## config.mk

```make
export PLATFORM = sky130hd
export DESIGN_NAME = ready_wait_gen
export DESIGN_NICKNAME = d
export VERILOG_FILES = /design/src/rtl/ready_pkg.sv /design/src/rtl/cpu_clock_edge.sv /design/src/rtl/ready_wait_gen.sv
export SDC_FILE = /design/constraint.sdc
export NUM_CORES = 1
export LEC_CHECK = 0
export ABC_AREA = 1
export CAP_MARGIN = 20
export CORE_UTILIZATION = 57
export CTS_BUF_LIST = sky130_fd_sc_hd__clkbuf_8 sky130_fd_sc_hd__clkbuf_16
export CTS_CLUSTER_DIAMETER = 150
export DETAILED_ROUTE_END_ITERATION = 12
export HOLD_SLACK_MARGIN = 0.02
export PLACE_DENSITY = 0.87
export SYNTH_ARGS = -nofsm -noshare
export SYNTH_HDL_FRONTEND = slang
export SYNTH_SLANG_ARGS = --single-unit
```

## constraint.sdc

```tcl
create_clock -name clock -period 2.3 [get_ports clock]
set_input_delay 0.46 -clock clock [delete_from_list [all_inputs] [get_ports clock]]
set_output_delay 0.46 -clock clock [all_outputs]
set_load 0.03 [all_outputs]
```

## src/rtl/ready_pkg.sv

```systemverilog
// Shared definitions for the PC/XT bus READY generation blocks:
// wait-state FSM encoding and default timing constants.
package ready_pkg;

  typedef enum logic [1:0] {
    IDLE         = 2'd0,
    WAIT_FIXED   = 2'd1,
    WAIT_CHANNEL = 2'd2,
    DONE         = 2'd3
  } ready_state_t;

  localparam int unsigned DEFAULT_IO_WAIT_STATES  = 1;
  localparam int unsigned DEFAULT_MEM_WAIT_STATES = 0;
  localparam int unsigned DEFAULT_DMA_CHANNELS    = 4;
  localparam int unsigned DEFAULT_CNT_WIDTH       = 8;
  localparam int unsigned DEFAULT_TIMEOUT_CYCLES  = 255;

  function automatic logic is_wait_state(input ready_state_t s);
    return (s == WAIT_FIXED) || (s == WAIT_CHANNEL);
  endfunction

endpackage

```

## src/rtl/cpu_clock_edge.sv

```systemverilog
// Samples the CPU clock level in the fast clock domain and flags its
// rising and falling edges for one fast clock each.
module cpu_clock_edge (
  input  logic clock,
  input  logic reset,
  input  logic cpu_clock,
  output logic cpu_pos,
  output logic cpu_neg
);

  logic prev_cpu_clock;

  always_ff @(posedge clock or posedge reset) begin
    if (reset) prev_cpu_clock <= 1'b0;
    else       prev_cpu_clock <= cpu_clock;
  end

  assign cpu_pos = ~prev_cpu_clock & cpu_clock;
  assign cpu_neg = prev_cpu_clock & ~cpu_clock;

endmodule

```

## src/rtl/ready_wait_gen.sv

```systemverilog
// PC/XT bus READY generator: programmable I/O and memory wait states,
// channel-ready extension and a CPU-clock bounded stall timeout.
module ready_wait_gen
  import ready_pkg::*;
#(
  parameter int unsigned IO_WAIT_STATES  = DEFAULT_IO_WAIT_STATES,
  parameter int unsigned MEM_WAIT_STATES = DEFAULT_MEM_WAIT_STATES,
  parameter int unsigned DMA_CHANNELS    = DEFAULT_DMA_CHANNELS,
  parameter int unsigned CNT_WIDTH       = DEFAULT_CNT_WIDTH,
  parameter int unsigned TIMEOUT_CYCLES  = DEFAULT_TIMEOUT_CYCLES
) (
  input  logic                    clock,
  input  logic                    reset,
  input  logic                    cpu_clock,
  input  logic                    io_read_n,
  input  logic                    io_write_n,
  input  logic                    memory_read_n,
  input  logic                    address_enable_n,
  input  logic [DMA_CHANNELS-1:0] dma_acknowledge_n,
  input  logic                    dma_wait_n,
  input  logic                    io_channel_ready,
  input  logic                    timeout_clear,
  output logic                    processor_ready,
  output logic                    dma_ready,
  output logic                    bus_timeout,
  output logic                    timeout_status,
  output logic [CNT_WIDTH-1:0]    wait_count
);

  localparam logic [CNT_WIDTH-1:0] IO_N     = CNT_WIDTH'(IO_WAIT_STATES);
  localparam logic [CNT_WIDTH-1:0] MEM_N    = CNT_WIDTH'(MEM_WAIT_STATES);
  localparam logic [CNT_WIDTH-1:0] TO_LIMIT = CNT_WIDTH'(TIMEOUT_CYCLES);

  ready_state_t         state;
  logic                 cpu_pos;
  logic                 cpu_neg;
  logic                 is_io;
  logic                 is_mem;
  logic                 bus_state;
  logic                 prev_bus_state;
  logic                 start;
  logic                 wait_active;
  logic                 ready_ff1;
  logic [CNT_WIDTH-1:0] load_n;
  logic [CNT_WIDTH-1:0] timeout_count;
  logic [CNT_WIDTH-1:0] timeout_next;

  cpu_clock_edge u_cpu_edge (
    .clock     (clock),
    .reset     (reset),
    .cpu_clock (cpu_clock),
    .cpu_pos   (cpu_pos),
    .cpu_neg   (cpu_neg)
  );

  assign is_io        = ~io_read_n | ~io_write_n;
  assign is_mem       = (&dma_acknowledge_n) & ~memory_read_n & address_enable_n;
  assign bus_state    = is_io | is_mem;
  assign start        = bus_state & ~prev_bus_state;
  assign wait_active  = is_wait_state(state);
  assign load_n       = is_io ? IO_N : MEM_N;
  assign timeout_next = timeout_count + CNT_WIDTH'(1);

  // timeout_status set is written after the clear so it wins in the same clock
  always_ff @(posedge clock or posedge reset) begin
    if (reset) begin
      state          <= IDLE;
      wait_count     <= '0;
      timeout_count  <= '0;
      bus_timeout    <= 1'b0;
      timeout_status <= 1'b0;
      prev_bus_state <= 1'b1;
    end else begin
      prev_bus_state <= bus_state;
      bus_timeout    <= 1'b0;
      if (timeout_clear) timeout_status <= 1'b0;
      case (state)
        IDLE: begin
          if (start) begin
            timeout_count <= '0;
            if (load_n != '0) begin
              state      <= WAIT_FIXED;
              wait_count <= load_n;
            end else begin
              state <= WAIT_CHANNEL;
            end
          end
        end
        WAIT_FIXED: begin
          if (!bus_state) begin
            state      <= IDLE;
            wait_count <= '0;
          end else if (cpu_pos) begin
            if (wait_count == CNT_WIDTH'(1)) begin
              state      <= WAIT_CHANNEL;
              wait_count <= '0;
            end else begin
              wait_count <= wait_count - CNT_WIDTH'(1);
            end
          end
        end
        WAIT_CHANNEL: begin
          if (!bus_state) begin
            state      <= IDLE;
            wait_count <= '0;
          end else if (cpu_pos) begin
            if (io_channel_ready) begin
              state <= DONE;
            end else begin
              timeout_count <= timeout_next;
              if (timeout_next == TO_LIMIT) begin
                state          <= DONE;
                bus_timeout    <= 1'b1;
                timeout_status <= 1'b1;
              end
            end
          end
        end
        DONE: begin
          if (!bus_state) state <= IDLE;
        end
      endcase
    end
  end

  // Two-stage READY: captured on the CPU rising edge, presented on the falling edge
  always_ff @(posedge clock or posedge reset) begin
    if (reset) begin
      ready_ff1       <= 1'b0;
      processor_ready <= 1'b0;
      dma_ready       <= 1'b0;
    end else begin
      if (cpu_pos) begin
        ready_ff1 <= dma_wait_n & ~wait_active;
        dma_ready <= ~wait_active;
      end
      if (cpu_neg) processor_ready <= ready_ff1 & dma_wait_n & ~wait_active;
    end
  end

endmodule

```

==> reports/qor.csv, run 1 <==
stage,metric,value,unit
drt,drc_errors,0,
worst_setup_path,crit_type,register to register,
worst_setup_path,critPathArrivalTime,2.09,ns
cts,cts.path.max_buffers,2,
synthesis,yosysSeqAreaShare,39.5,%
drt,drt_iter0_drc,31,
timing,finalCriticalPeriod,1.93,ns
pwr,power.density,1120,nW/um^2
worst_setup_path,critPathBufInv,3,
global_route,grt_overflow,0,
cts,cts_root_buf,clkbuf_8,
global_route,antenna_found_initial,0,
pwr,p_sw_share,48.7,%
timing,skew,0.00390,ns
timing,tightest_slew,0.404,ns
worst_setup_path,crit_family,flip-flops,
timing,max_freq,517,MHz
worst_setup_path,critPathLaunchType,register,
synthesis,ys_warn_count,0,
cts,cts_max_level,1,
synthesis,yosysTopAreaCell,dfrtp_1,
global_route,grt_max_degree,17,
finish,n_antenna_cell,0,
cts,cts_made_buffers,3,
cts,cts_resized,0,
drt,ant_nets,0,
worst_setup_path,worstPathRequired,2.45,ns
synthesis,synth_seq_cells,25,
finish,fillCellCount,194,
drt,dr.pass1.iters,4,
floorplan,fp.coreArea,2540,sq um
timing,relSlewSlack,72.9,%
timing,rsz0062_at_grt,no,
drt,vias,1493,
drt,via_per_inst,5.33,
finish,mostFrequentLayoutCell,nand2_1,
timing,drv_slew,0,
synthesis,synth_cell_types,22,
finish,fin_area,1910,sq um
worst_setup_path,slowest_stage,dfrtp_1,
synthesis,synth_top_area_share,37.9,%
pwr,pwr-share-clk,11.5,%
worst_setup_path,cp-end-kind,register,
finish,synthToLayoutAreaGrowth,20.8,%
timing,fin_crit_sh,84.1,%
drt,drt_wl_total,3.21,mm
placement,io_buffers,25,
placement,hpwl,2.46,mm
synthesis,syn-instance-count,222,
timing,finalSetupTns,0,ns
worst_setup_path,cpPeakStageDelay,0.41,ns
synthesis,synth_top_flop_cell,dfrtp_1,
cts,clkLatencyLatePin,0.26,ns
synthesis,async_flop_share,100,%
pwr,leakagePower,0.890,nW
finish,nets,273,
worst_setup_path,path_cells,inv_1 -> ha_1 -> inv_1 -> o21ai_0 -> nand2_1 -> nor2_4 -> inv_2 -> nand2_1 -> o21ai_1,
cts,clkTransAtPathRegs,0.08,ns
synthesis,synth_area,1590,sq um
synthesis,synthTopCellsByArea,"dfrtp_1, nand2_1, inv_1",
pwr,pwr-share-comb,59.2,%
synthesis,avgSynthCellArea,7.14,sq um
global_route,grt_pass1_wl,5.45,mm
floorplan,num_rows,18,
global_route,grt_util_all_layers,25.2,%
finish,final_cell_mix,"nand2_1, inv_1, clkdlybuf4s50_1",
cts,clock-sinks,25,
cts,holdBufCountCts,0,
synthesis,synth_nets,244,
cts,tritoncts,yes,
synthesis,synth_edf_count,0,
finish,drive_gt1_share,7.20,%
run,cap_violations,0,
drt,wl_per_cell,11.5,um
floorplan,dieArea,3000,sq um
worst_setup_path,worstPathMaxFanout,9,
run_status,status,completed,
cts,post-cts-setup-buffers,0,
floorplan,die_y,54.7,um
floorplan,ios,26,
hold_path,hold_path_class,input pin to async pin,
finish,register_area,627,sq um
timing,final_hold_viol_count,0,
placement,placed_cell_area,1870,sq um
pwr,p_switching,1.05,mW
pwr,ir_drop,0.000963,V
placement,place_congestion,0.828,
pwr,pwr-share-seq,29.3,%
global_route,grt_pass1_vias,1360,
floorplan,initial_core_util,62.3,%
finish,multi_input_area,831,sq um
pwr,power.internal,1.10,mW
floorplan,die_w,54.7,um
timing,finalSetupViolCount,0,
-- path summary, 6_finish.rpt --
kind                           start              to  slack [ns]  depth (start not counted)
hold reg to reg            dma_ready       dma_ready        0.49                          2
setup / recovery            state[1]   wait_count[6]        0.37                          9
hold / removal                 reset   wait_count[4]        0.45                          2
min in group clock         dma_ready       dma_ready        0.49                          2
max in group asynchronous      reset  prev_bus_state        1.24                          3
setup reg to reg            state[1]   wait_count[6]        0.37                          9
-- power groups by stage --
stage          clock [mW]  combinational [mW]  sequential (mW)
2_1_floorplan           0               0.807            0.741
3_3_place_gp            0                1.23            0.633
3_5_place_dp            0                1.25            0.637
4_1_cts             0.257                1.26            0.629
5_1_grt             0.277                1.44            0.647
6_report            0.248                1.27            0.630
-- cell usage after synthesis (2+ instances only) --
library cell and n:
dfrtp_1 24, nor2_1 19, o21ai_1 5, xor2_1 3, nand4_1 7, nand3_1 18
o21ai_0 19, ha_1 8, o21bai_1 2, inv_1 30, nand2_2 8, o22ai_1 2
nand2_1 64, nor3_1 4, nor2_2 2
-- sequential cells by signal, summed over array words and instances, names as in the netlist --
register / flops
wait_count: 8
u_cpu_edge.prev_cpu_clock: 1
timeout_status: 1
ready_ff1: 1
processor_ready: 1
prev_bus_state: 1
timeout_count: 8
bus_timeout: 1
state: 2
dma_ready: 1
-- metrics by stage --
stage | hold WS, ns | worst slack [ns] | instances | util, % | power, mW
after floorplan | 0.454 | 0.692 | 222 | - | 1.55
after global placement | 0.467 | 0.183 | 276 | 73.5 | 1.86
after detailed placement | 0.480 | 0.164 | 276 | 73.5 | 1.89
after CTS | 0.458 | 0.389 | 280 | 75.2 | 2.15
after global routing | 0.502 | 0.143 | 280 | 75.2 | 2.36
final | 0.452 | 0.365 | 280 | 75.2 | 2.15
-- logic make-up after synthesis --
group | count (synthesis) | share of synthesized area [%]
adders and majority gates | 8 | 6.31
DFF | 25 | 39.5
and+or+nand+nor | 124 | 34.6
buffers and inverters | 33 | 8.05
AOI/OAI and AO/OA | 29 | 9.79
xor gates and xnor gates | 3 | 1.66
-- worst register-to-register path, cell delays in order (launching register included) --
cell,delay (ns)
dfrtp_1,0.41
inv_1,0.09
ha_1,0.41
inv_1,0.15
o21ai_0,0.19
nand2_1,0.11
nor2_4,0.22
inv_2,0.11
nand2_1,0.07
o21ai_1,0.06
-- layout make-up --
cell class	count	share of cell area [%]
inverters	31	6.08
clock buffers	3	2.16
well taps	30	1.96
repair buffers	26	13.5
multi-input cells	164	43.4
clock inverters	1	0.196
flip-flops and latches	25	32.7
-- layer usage --
metal	wire, um	vias to the layer above	GRT usage [%]	share of wire, %
met1	1470	676	31.3	46
li1	-	771	-	-
met3	147	4	7.22	4.6
met2	1560	42	42.0	49
met4	25	0	7.26	0.78
met5	0	-	0	0
Note: power is estimated with default switching activity, not from simulation.
==> inputs of run 2 (changes only) <==
- CORE_UTILIZATION: 57 -> 53
- PLACE_DENSITY: 0.87 -> 0.82
- clock period: 2.3 -> 1.9 ns (I/O delays scaled with it)
==> reports/qor.csv, run 2 (synthesis gave the netlist of run 1 again) <==
stage,metric,value,unit,change
run_status,status,completed,,unchanged
worst_setup_path,cpPeakStageDelay,0.71,ns,was 0.41 ns
cts,cts_max_level,1,,unchanged
worst_setup_path,worstPathRequired,1.52,ns,was 2.45 ns
floorplan,num_rows,19,,was 18
finish,synthToLayoutAreaGrowth,24.9,%,was 20.8%
placement,io_buffers,25,,unchanged
run,cap_violations,0,,unchanged
cts,holdBufCountCts,0,,unchanged
cts,post-cts-setup-buffers,0,,unchanged
finish,mostFrequentLayoutCell,nand2_1,,unchanged
worst_setup_path,cp-end-kind,output port,,was register
drt,drc_errors,0,,unchanged
timing,drv_slew,0,,unchanged
timing,max_freq,552,MHz,
pwr,power.internal,1.37,mW,was 1.10 mW
floorplan,initial_core_util,56.5,%,was 62.3%
floorplan,die_w,56.7,um,was 54.7 um
cts,clkLatencyLatePin,0.28,ns,was 0.26 ns
pwr,ir_drop,0.000800,V,was 0.000963 V
global_route,antenna_found_initial,0,,unchanged
worst_setup_path,critPathArrivalTime,1.43,ns,was 2.09 ns
drt,wl_per_cell,11.2,um,was 11.5 um
timing,relSlewSlack,76.8,%,was 72.9%
pwr,pwr-share-seq,28.7,%,was 29.3%
finish,nets,281,,was 273
global_route,grt_overflow,0,,unchanged
worst_setup_path,cp.depth,1,,was 9
finish,final_cell_mix,"nand2_1, inv_1, clkdlybuf4s50_1",,unchanged
global_route,grt_pass1_vias,1329,,was 1360
cts,tritoncts,yes,,unchanged
worst_setup_path,crit_type,register to output port,,was register to register
floorplan,fp.coreArea,2810,sq um,was 2540 sq um
timing,fin_crit_sh,95.3,%,
cts,cts_root_buf,clkbuf_8,,unchanged
worst_setup_path,critPathBufInv,1,,was 3
timing,tightest_slew,0.346,ns,was 0.404 ns
cts,cts_resized,0,,unchanged
finish,drive_gt1_share,10.5,%,was 7.20%
timing,final_hold_viol_count,0,,unchanged
global_route,grt_util_all_layers,22.9,%,was 25.2%
worst_setup_path,crit_family,buffers and inverters,,was flip-flops
cts,cts_made_buffers,3,,unchanged
floorplan,ios,26,,unchanged
drt,drt_iter0_drc,67,,was 31
drt,via_per_inst,5.18,,was 5.33
pwr,leakagePower,0.921,nW,was 0.890 nW
worst_setup_path,r2r.worst_path.cells,9,,unchanged
cts,clock-sinks,25,,unchanged
pwr,p_switching,1.29,mW,was 1.05 mW
pwr,power.density,1340,nW/um^2,was 1120 nW/um^2
placement,place_congestion,0.833,,was 0.828
cts,clkTransAtPathRegs,0.09,ns,was 0.08 ns
worst_setup_path,slowest_stage,clkdlybuf4s50_1,,was dfrtp_1
hold_path,hold_path_class,input pin to async pin,,unchanged
placement,hpwl,2.45,mm,was 2.46 mm
finish,top_regs,"timeout_count: 8 flops, wait_count: 8 flops, state: 2 flops",,unchanged
timing,skew,0.00418,ns,was 0.00390 ns
cts,cts.path.max_buffers,2,,unchanged
global_route,grt_pass1_wl,5.67,mm,was 5.45 mm
timing,finalSetupViolCount,0,,unchanged
floorplan,dieArea,3210,sq um,was 3000 sq um
timing,hold_ws,0.440,ns,was 0.452 ns
drt,drt_wl_total,3.22,mm,was 3.21 mm
timing,rsz0062_at_grt,no,,unchanged
pwr,p_sw_share,48.5,%,was 48.7%
worst_setup_path,critPathLaunchType,register,,unchanged
floorplan,die_y,56.7,um,was 54.7 um
finish,n_antenna_cell,0,,unchanged
timing,finalCriticalPeriod,1.81,ns,
worst_setup_path,path_cells,clkdlybuf4s50_1,,was inv_1 -> ha_1 -> inv_1 -> o21ai_0 -> nand2_1 -> nor2_4 -> inv_2 -> nand2_1 -> o21ai_1
pwr,pwr-share-clk,12.7,%,was 11.5%
drt,dr.pass1.iters,4,,unchanged
drt,vias,1496,,was 1493
pwr,pwr-share-comb,58.6,%,was 59.2%
drt,ant_nets,0,,unchanged
global_route,grt_max_degree,26,,was 17
finish,fin_util,70.6,%,was 75.2%
worst_setup_path,worstPathMaxFanout,5,,was 9
run 2: cell count changes in the layout (fill, tap and decap cells not counted), sizes merged:
cell / before / now
buf: 1 / 9
clkinvlp: 0 / 1
inv: 32 / 31
run 2: cell type report:
| type | instances | area, sq um |
|---|---|---|
| inverter | 31 | 116 |
| tap | 31 | 38.8 |
| timing repair buffer | 34 | 318 |
| clock buffer | 3 | 41.3 |
| fill | 228 | 826 |
| sequential | 25 | 627 |
| clock inverter | 1 | 7.51 |
| multi-input combinational | 164 | 831 |
run 2: final timing paths:
path                          startpoint        endpoint  slack, ns
max                        wait_count[5]   wait_count[5]       0.09
min in group clock             dma_ready       dma_ready       0.51
max in group asynchronous          reset  prev_bus_state       1.16
min                                reset        state[0]       0.44
min reg2reg                    dma_ready       dma_ready       0.51
max reg2reg                     state[0]   wait_count[5]       0.22
run 2: power by group through the flow:
stage               combinational [mW]  clock [mW]  sequential [mW]
finish                            1.56       0.338            0.762
detailed placement                1.55           0            0.771
global placement                  1.53           0            0.770
CTS                               1.55       0.341            0.763
global route                      1.75       0.364            0.780
floorplan                        0.977           0            0.897
run 2: per-stage QoR:
stage	TNS [ns]	worst slack, ns	total power [mW]	std cells	cell area (sq um)
global route	0	0.0175	2.90	289	1980
floorplan	0	0.292	1.87	222	1590
global placement	0	0.00161	2.30	285	1930
detailed placement	-0.0393	-0.0142	2.32	285	1930
CTS	0	0.0820	2.66	289	1980
finish	0	0.0900	2.66	289	1980
run 2: layer usage:
| layer | wire, um | GRT usage, % | part of all wire [%] |
|---|---|---|---|
| met1 | 1570 | 31.9 | 49 |
| met2 | 1420 | 35.2 | 44 |
| met3 | 174 | 4.38 | 5.4 |
| met4 | 50 | 8.57 | 1.6 |
| met5 | 0 | 0 | 0 |
